## config.mk

```make
export PLATFORM = sky130hd
export DESIGN_NAME = fetch_sequencer
export DESIGN_NICKNAME = d
export VERILOG_FILES = /design/src/rtl/fetch_sequencer.sv
export SDC_FILE = /design/constraint.sdc
export NUM_CORES = 1
export LEC_CHECK = 0
export CORE_ASPECT_RATIO = 0.6
export CORE_MARGIN = 3
export CORE_UTILIZATION = 55
export CTS_BUF_LIST = sky130_fd_sc_hd__clkbuf_4 sky130_fd_sc_hd__clkbuf_8 sky130_fd_sc_hd__clkbuf_16
export DETAILED_ROUTE_END_ITERATION = 10
export DONT_BUFFER_PORTS = 1
export GPL_TIMING_DRIVEN = 0
export HOLD_SLACK_MARGIN = 0.05
export PLACE_DENSITY = 0.73
export SETUP_SLACK_MARGIN = 0.1
export SKIP_LAST_GASP = 1
export SYNTH_ARGS = -nofsm -noshare
export SYNTH_HDL_FRONTEND = slang
export SYNTH_SLANG_ARGS = --single-unit
export TNS_END_PERCENT = 100
```

## constraint.sdc

```tcl
create_clock -name Clock -period 2 [get_ports Clock]
set_clock_uncertainty 0.2 [all_clocks]
set_input_delay 0.2 -clock Clock [delete_from_list [all_inputs] [get_ports Clock]]
set_output_delay 0.2 -clock Clock [all_outputs]
set_load 0.01 [all_outputs]
```

## src/rtl/fetch_sequencer.sv

```systemverilog
// Fetch/issue sequencer: walks the program RAM and steps the 16-bit processor
// one instruction at a time, presenting IW or the mvi immediate on DIN.
module fetch_sequencer #(
  parameter int ADDR_W    = 6,
  parameter int LAST_ADDR = 63,
  parameter int MAX_STEPS = 3
) (
  input  logic              Clock,
  input  logic              Resetn,
  input  logic              Run,
  input  logic              StepMode,
  input  logic [15:0]       MemData,
  input  logic              Done,
  output logic [ADDR_W-1:0] MemAddr,
  output logic [15:0]       DIN,
  output logic              ProcEn,
  output logic              Busy,
  output logic              Halted,
  output logic              Err,
  output logic [15:0]       InstrCount
);

  typedef enum logic [3:0] {
    S_IDLE, S_F_INSTR, S_L_INSTR, S_F_IMM, S_L_IMM,
    S_ISSUE, S_EXEC, S_ADVANCE, S_HALT, S_ERROR
  } state_e;

  localparam logic [ADDR_W-1:0] LAST_PC = ADDR_W'(LAST_ADDR);
  localparam logic [1:0]        CNT_MAX = 2'(MAX_STEPS - 1);

  state_e            state_q, state_d;
  logic [ADDR_W-1:0] pc_q, pc_d;
  logic [15:0]       iw_q, iw_d;
  logic [15:0]       imm_q, imm_d;
  logic [1:0]        cnt_q, cnt_d;
  logic [15:0]       count_q, count_d;
  logic              prev_run_q;
  logic [15:0]       din_q, din_d;
  logic              proc_en_q, busy_q, halted_q, err_q;

  function automatic logic is_mvi(input logic [15:0] w);
    return w[8:6] == 3'b001;
  endfunction

  // NOTE: every signal driven here gets a default first so no path leaves it
  // unassigned; a missing default would infer a latch.
  always_comb begin
    state_d = state_q;
    pc_d    = pc_q;
    iw_d    = iw_q;
    imm_d   = imm_q;
    cnt_d   = cnt_q;
    count_d = count_q;
    case (state_q)
      S_IDLE: begin
        if (Run && (!StepMode || !prev_run_q)) state_d = S_F_INSTR;
      end
      S_F_INSTR: state_d = S_L_INSTR;
      S_L_INSTR: begin
        iw_d = MemData;
        if (is_mvi(MemData)) begin
          if (pc_q == LAST_PC) begin
            state_d = S_ERROR;
          end else begin
            pc_d    = pc_q + ADDR_W'(1);
            state_d = S_F_IMM;
          end
        end else begin
          state_d = S_ISSUE;
        end
      end
      S_F_IMM: state_d = S_L_IMM;
      S_L_IMM: begin
        imm_d   = MemData;
        state_d = S_ISSUE;
      end
      S_ISSUE: begin
        cnt_d   = 2'd0;
        state_d = S_EXEC;
      end
      S_EXEC: begin
        if (Done)                  state_d = S_ADVANCE;
        else if (cnt_q == CNT_MAX) state_d = S_ERROR;
        else                       cnt_d   = cnt_q + 2'd1;
      end
      S_ADVANCE: begin
        count_d = count_q + 16'd1;
        if (pc_q == LAST_PC) begin
          state_d = S_HALT;
        end else begin
          pc_d    = pc_q + ADDR_W'(1);
          state_d = (StepMode || !Run) ? S_IDLE : S_F_INSTR;
        end
      end
      default: state_d = state_q;
    endcase

    // Outputs are decoded from the next state so they register in step with it.
    case (state_d)
      S_ISSUE: din_d = iw_d;
      S_EXEC:  din_d = is_mvi(iw_d) ? imm_d : iw_d;
      default: din_d = 16'd0;
    endcase
  end

  // NOTE: sequential state uses non-blocking assignments so every register
  // samples pre-edge values regardless of statement order.
  always_ff @(posedge Clock) begin
    if (Resetn) begin
      state_q    <= S_IDLE;
      pc_q       <= '0;
      iw_q       <= 16'd0;
      imm_q      <= 16'd0;
      cnt_q      <= 2'd0;
      count_q    <= 16'd0;
      prev_run_q <= 1'b0;
      din_q      <= 16'd0;
      proc_en_q  <= 1'b0;
      busy_q     <= 1'b0;
      halted_q   <= 1'b0;
      err_q      <= 1'b0;
    end else begin
      state_q    <= state_d;
      pc_q       <= pc_d;
      iw_q       <= iw_d;
      imm_q      <= imm_d;
      cnt_q      <= cnt_d;
      count_q    <= count_d;
      prev_run_q <= Run;
      din_q      <= din_d;
      proc_en_q  <= (state_d == S_ISSUE) || (state_d == S_EXEC);
      busy_q     <= !((state_d == S_IDLE) || (state_d == S_HALT) || (state_d == S_ERROR));
      halted_q   <= (state_d == S_HALT) || (state_d == S_ERROR);
      err_q      <= (state_d == S_ERROR);
    end
  end

  assign MemAddr    = pc_q;
  assign DIN        = din_q;
  assign ProcEn     = proc_en_q;
  assign Busy       = busy_q;
  assign Halted     = halted_q;
  assign Err        = err_q;
  assign InstrCount = count_q;

endmodule

```

==> results of run 1 <==
-- power by group --
group | total (mW) | switching (mW) | internal, mW
combinational | 0.502 | 0.255 | 0.246
clock | 1.26 | 0.658 | 0.601
sequential | 1.69 | 0.0320 | 1.65
-- cell usage after synthesis (all sizes together), types with 2 or more instances --
cell,instances,area [um2]
o221ai,4,35.03
dfxtp,81,1622
ha,3,37.54
mux2i,32,332.8
xor2,10,87.58
clkbuf,7,26.28
nor2,64,240.2
nor3,6,40.04
nor2b,4,25.02
nand4,4,25.02
nand4b,2,32.53
nand2,16,62.56
a31oi,2,12.51
o21a,2,15.01
o31ai,3,22.52
o22a,2,17.52
nand2b,7,43.79
a2111oi,2,55.05
a211oi,2,15.01
nand3,8,40.04
o21ai,10,57.55
or3,2,12.51
and4,3,26.28
nor4b,2,32.53
xnor2,10,87.58
and3,4,25.02
o22ai,9,112.6
inv,7,26.27
a21oi,6,30.03
and2,2,12.51
or3b,2,17.52
nor4,2,33.78
buf,11,88.83
-- layer usage --
metal	wire [um]	global-route usage (%)
met5	0	0
met4	88	6.929
met3	618	8.596
met2	4045	35.77
met1	4056	31.71
-- timing repair --
| item | 4_1_cts | 5_1_grt |
|---|---|---|
| setup endpoints to repair | 53 | 54 |
| cloned | 0 | 1 |
| hold buffers | 19 | 0 |
| setup buffers | 13 | 7 |
| resized for setup | 26 | 49 |
| hold endpoints to repair | 53 | 0 |
| pin swaps | 7 | 11 |
-- through the flow --
step | cells | setup slack (ps) | hold WS [ps]
6_report | 480 | -136.8 | 117.8
2_1_floorplan | 344 | 54.19 | 147.2
4_1_cts | 472 | -75.09 | 61.44
5_1_grt | 480 | -194.5 | 135.9
3_3_place_gp | 424 | -206.6 | 157.3
3_5_place_dp | 424 | -215.7 | 164.9
-- worst paths after layout --
check | cells past startpoint | start | slack, ps | to
worst max-delay path | 7 | state_q[3] | -140 | DIN[8]
worst min-delay path | 2 | Resetn | 120 | iw_q[6]
worst max register to register | 7 | state_q[3] | -140 | DIN[8]
worst min register to register | 2 | iw_q[6] | 300 | iw_q[6]
-- logic make-up (layout without fill, tap and decap cells) --
family | Yosys count | in the layout | share of synthesized area (%)
fa+ha+maj | 3 | 3 | 1.084
simple gates | 133 | 133 | 20.56
flops | 81 | 81 | 46.82
xor+xnor | 20 | 20 | 5.058
mux | 32 | 32 | 9.610
compound gates | 50 | 50 | 12.79
buf+inv | 25 | 81 | 4.082
-- final cells by class --
class | count | area share, %
Tap cell | 80 | 2.179
Sequential cell | 81 | 35.59
Timing Repair Buffer | 40 | 8.660
Clock inverter | 7 | 1.825
Inverter | 7 | 0.5719
Multi-Input combinational cell | 238 | 44.64
Clock buffer | 9 | 2.696
Buffer | 18 | 3.840
-- registers in the layout, indices dropped and copies added, names as in the netlist --
| name | cells |
|---|---|
| DIN | 16 |
| InstrCount | 16 |
| imm_q | 16 |
| iw_q | 16 |
| MemAddr | 6 |
| state_q | 4 |
| cnt_q | 2 |
| Busy | 1 |
| Err | 1 |
| Halted | 1 |
| ProcEn | 1 |
| prev_run_q | 1 |
-- layout by cell type (no fill, tap or decap), types with 4 or more instances in the layout --
cell type,netlist,final
a21oi_1,6,6
and3_1,4,4
buf_4,4,17
buf_6,4,6
clkbuf_1,7,6
clkbuf_8,0,9
dfxtp_1,81,74
dfxtp_2,0,5
dlygate4sd3_1,0,19
inv_1,6,6
mux2i_1,31,13
mux2i_2,0,5
mux2i_4,1,14
nand2_1,15,15
nand2b_1,7,5
nand3_1,8,8
nand4_1,4,4
nor2_1,64,62
o21ai_2,2,5
o22ai_2,9,9
xnor2_1,10,10
xor2_1,10,10
==> impl_results.md, run 1 <==
* Post-synth EDFFs at 0
* Initial Utilization at 59.37%
* Num rows at 21
* Slowest stage delay, CP at 590 ps
* Initial DRT Pass Iterations at 4
* Tot Pwr at 3.446 mW
* Iteration-0 DRC Markers at 113
* Status: finished, violations left
* Slowest CP cell: or4b_4
* Total gr overflow at 0
* Syn Nets at 368
* DP Wirelength at 5.387 mm
* Mean post-synth cell area at 10.07 um2
* Yosys cell types at 58
* Drt total wl at 8.810 mm
* Post-DR wirelength/cell at 18.35 um
* Post-layout util at 78.76%
* Crit path top cell by count: buf_8
* Static Leak at 1.670 nW
* Via count at 2747
* Synth Instances at 344
* First-pass GRT wire length at 13.11 mm
* Min Tclk post-route at 2137 ps
* Nets at 419
* Chip height at 67.47 um
* Async set or reset register ratio after synthesis at 0%
* Max clock buf depth at 2
* Hold Violations, Final at 0
* Pwr dens at 750.0 nW/um2
* Port Buf Inserts at 0
* Num CTS Buffers at 9
* Post-route setup TNS at -1774 ps
* Slew Viols, Final at 0
* Largest net degree at the start of global routing at 17
* Failing checks: negative setup slack
* Drt via density at 5.723
* Residual DRC at 0
* H-tree levels at 3
* Die W at 108.4 um
* Crit-path cells: or4b_4 > buf_8 > mux2i_4 > nand2_2 > buf_8 > o22a_1 > o21ai_2
* Crit Path Class: reg2reg
* Max-cap violations at 0
* Worst EP required at 2100 ps
* Worst Tran Pin Value at 627.1 ps
* CTS tree: done
* Synth Register Bits at 81
* RSZ-0062 raised after global routing: yes
* Crit Path Max Fanout at 6
* Crit. End Element: flop
* Placed Area at 3626 um2
* Top_reg_cell synth: dfxtp_1
* Diode count at 0
* Core area at 5833 um2
* Worst skew pair latency at 370 ps
* Share of layout cells above drive strength 1 at 31.25%
* Final worst slack at -136.8 ps
* Initial antenna violation count at 0
* Register area at 1635 um2
* Slew HR at 58.19%
* Design Area, Final at 4594 um2
* Register area share after synthesis at 46.82%
* GRT Util Overall at 23.58%
* Fill count at 372
* Fmax at 468.0 MHz
* CTS sink cnt at 81
* Final Cycle Share at 106.8%
* Multi-input logic area at 2051 um2
* Synth-to-layout area growth at 32.66%
* Startpoint class of the critical path: flop
* Routed Antenna Nets at 0
* DIE AREA at 7316 um2
* Clk root buf: clkbuf_8
* Cell Area, Synth at 3463 um2
* Peak VDD IR at 0.0005651 V
* CP top delay family: simple AND/OR/NAND/NOR gates
* Clock slew at reported path FFs at 90 ps
* HP Class: in2reg
* RePlAce Congestion at 0.8182
* Ports at 63
* WP buf/inv at 2
* Number of global-route vias before repair at 2610
* Endpoints failing setup at 20
* Crit path DAT at 2230 ps
* Ys Warns at 0
No activity file was read; power rests on OpenSTA's default activity.
==> inputs of run 2 (changes only) <==
PLACE_DENSITY = 0.71   (was 0.73)
==> impl_results.md, run 2 (synthesis gave the netlist of run 1 again) <==
* Tot Pwr at 3.267 mW
* Max-cap violations at 0
* CTS sink cnt at 81
* DIE AREA at 7316 um2
* Endpoints failing setup at 19
* Drt total wl at 8.829 mm
* Largest net degree at the start of global routing at 15
* Final worst slack at -166.1 ps
* Initial antenna violation count at 0
* Post-route insts no fill at 475
* Total gr overflow at 0
* GRT Util Overall at 22.76%
* H-tree levels at 3
* Diode count at 0
* Num CTS Buffers at 9
* Post-DR wirelength/cell at 18.59 um
* Hold_sp: MemData[8]
* Slew Viols, Final at 0
* Slowest CP cell: or4b_4
* RePlAce Congestion at 0.8425
* Post-route setup TNS at -2436 ps
* Iteration-0 DRC Markers at 190
* Hold path cells at 4
* First-pass GRT wire length at 12.47 mm
* R2R setup slack at -170 ps
* Port Buf Inserts at 0
* Chip height at 67.47 um
* Routed Antenna Nets at 0
* Worst Tran Pin Value at 662.4 ps
* RSZ-0062 raised after global routing: yes
* Startpoint class of the critical path: flop
* Number of global-route vias before repair at 2484
* Static Leak at 1.598 nW
* Crit Path Class: reg2reg
* Clk root buf: clkbuf_8
* Worst skew pair latency at 370 ps
* CP top delay family: simple AND/OR/NAND/NOR gates
* Status: finished, violations left
* Initial DRT Pass Iterations at 4
* Worst reg2reg path endpoint: DIN[15]
* Crit. End Element: flop
* Reg-to-reg startpoint: state_q[3]
* Worst EP required at 2050 ps
* Hold EP: DIN[6]
* Peak VDD IR at 0.0005340 V
* CTS tree: done
* HP Class: in2reg
* DP Wirelength at 5.438 mm
* Initial Utilization at 59.37%
* Max clock buf depth at 2
* Die W at 108.4 um
* Slew HR at 55.84%
* Crit-path cells: or4b_4 > a211oi_2 > nand3b_1 > o32a_1 > buf_6 > o22ai_2
* Failing checks: negative setup slack
* Ports at 63
* Via count at 2730
* WP buf/inv at 1
* Share of layout cells above drive strength 1 at 31.14%
* Crit Path Max Fanout at 9
* Commonest cells after routing, fill and taps aside: 73 x dfxtp_1, 62 x nor2_1, 18 x dlygate4sd3_1
* Drt via density at 5.747
* Fmax at 461.7 MHz
* Core area at 5833 um2
* Commonest non-fill, non-tap cell in the layout: dfxtp_1
* Final Cycle Share at 108.3%
* Slowest stage delay, CP at 570 ps
* Min Tclk post-route at 2166 ps
* Num rows at 21
* Synth-to-layout area growth at 28.65%
* Hold Violations, Final at 0
* Placed Cells at 424
* Residual DRC at 0
* Cells on worst reg2reg path at 6
* Nets at 414
* Crit path DAT at 2220 ps
* Clock slew at reported path FFs at 80 ps
* Pwr dens at 733.2 nW/um2
* Fill count at 391
## run 2: changes by cell type in the layout (fill, tap and decap cells not counted), moves of 2 or more
cell / change
buf_12: -2
dfxtp_4: +2
clkinvlp_4: +2
o21ai_2: +2
inv_6: -3
mux2i_4: +2
## run 2: report_power, final
group          internal [mW]  total [mW]  switching (mW)
Sequential              1.65        1.69          0.0344
Clock                  0.484        1.09           0.609
Combinational          0.236       0.487           0.251
## run 2: layer usage
metal | share of wire (%) | track usage, % | vias to the layer above | wire length (um)
met5 | 0 | 0 | - | 0
met4 | 1.7 | 7.717 | 0 | 146
met3 | 7.9 | 8.596 | 16 | 694
met2 | 46 | 34.46 | 95 | 4026
met1 | 45 | 30.05 | 1318 | 3961
li1 | - | - | 1301 | -
## run 2: worst max path at each step
stage / startpoint / endpoint / depth (start not counted)
2_1_floorplan: state_q[0] / DIN[6] / 6
3_3_place_gp: state_q[0] / DIN[14] / 5
3_5_place_dp: state_q[2] / DIN[13] / 6
4_1_cts: cnt_q[0] / DIN[15] / 8
5_1_grt: MemAddr[1] / DIN[15] / 7
6_report: state_q[3] / DIN[15] / 6
## run 2: layout make-up
| class | count | area (um2) | share of cell area (%) |
|---|---|---|---|
| Timing Repair Buffer | 35 | 307.8 | 6.908 |
| Buffer | 18 | 160.2 | 3.595 |
| Clock inverter | 6 | 42.54 | 0.9548 |
| Inverter | 7 | 26.28 | 0.5897 |
| Tap cell | 80 | 100.1 | 2.247 |
| Multi-Input combinational cell | 238 | 2039 | 45.77 |
| Clock buffer | 10 | 137.6 | 3.089 |
| Sequential cell | 81 | 1642 | 36.84 |
## run 2: worst register-to-register path, cell delays in order (launching register included)
cell	delay [ps]
dfxtp_2	330
or4b_4	570
a211oi_2	260
nand3b_1	230
o32a_1	190
buf_6	170
o22ai_2	100
## run 2: what timing repair did
item | CTS | global route
endpoints found under the setup margin | 54 | 60
pin swaps | 8 | 9
endpoints found under the hold margin | 52 | 0
hold buffers | 18 | 0
setup buffers | 10 | 8
resized for setup | 24 | 48
## run 2: per-stage QoR
step / util, % / instance area, um2 / hold slack [ps] / setup WS (ps)
6_report: 76.38 / 4456 / 114.3 / -166.1
5_1_grt: 76.38 / 4456 / 127.8 / -221.9
4_1_cts: 71.30 / 4159 / 62.40 / -96.57
3_5_place_dp: 62.16 / 3626 / 158.0 / -236.1
3_3_place_gp: 62.16 / 3626 / 151.6 / -224.0
2_1_floorplan: - / 3526 / 147.2 / 54.19
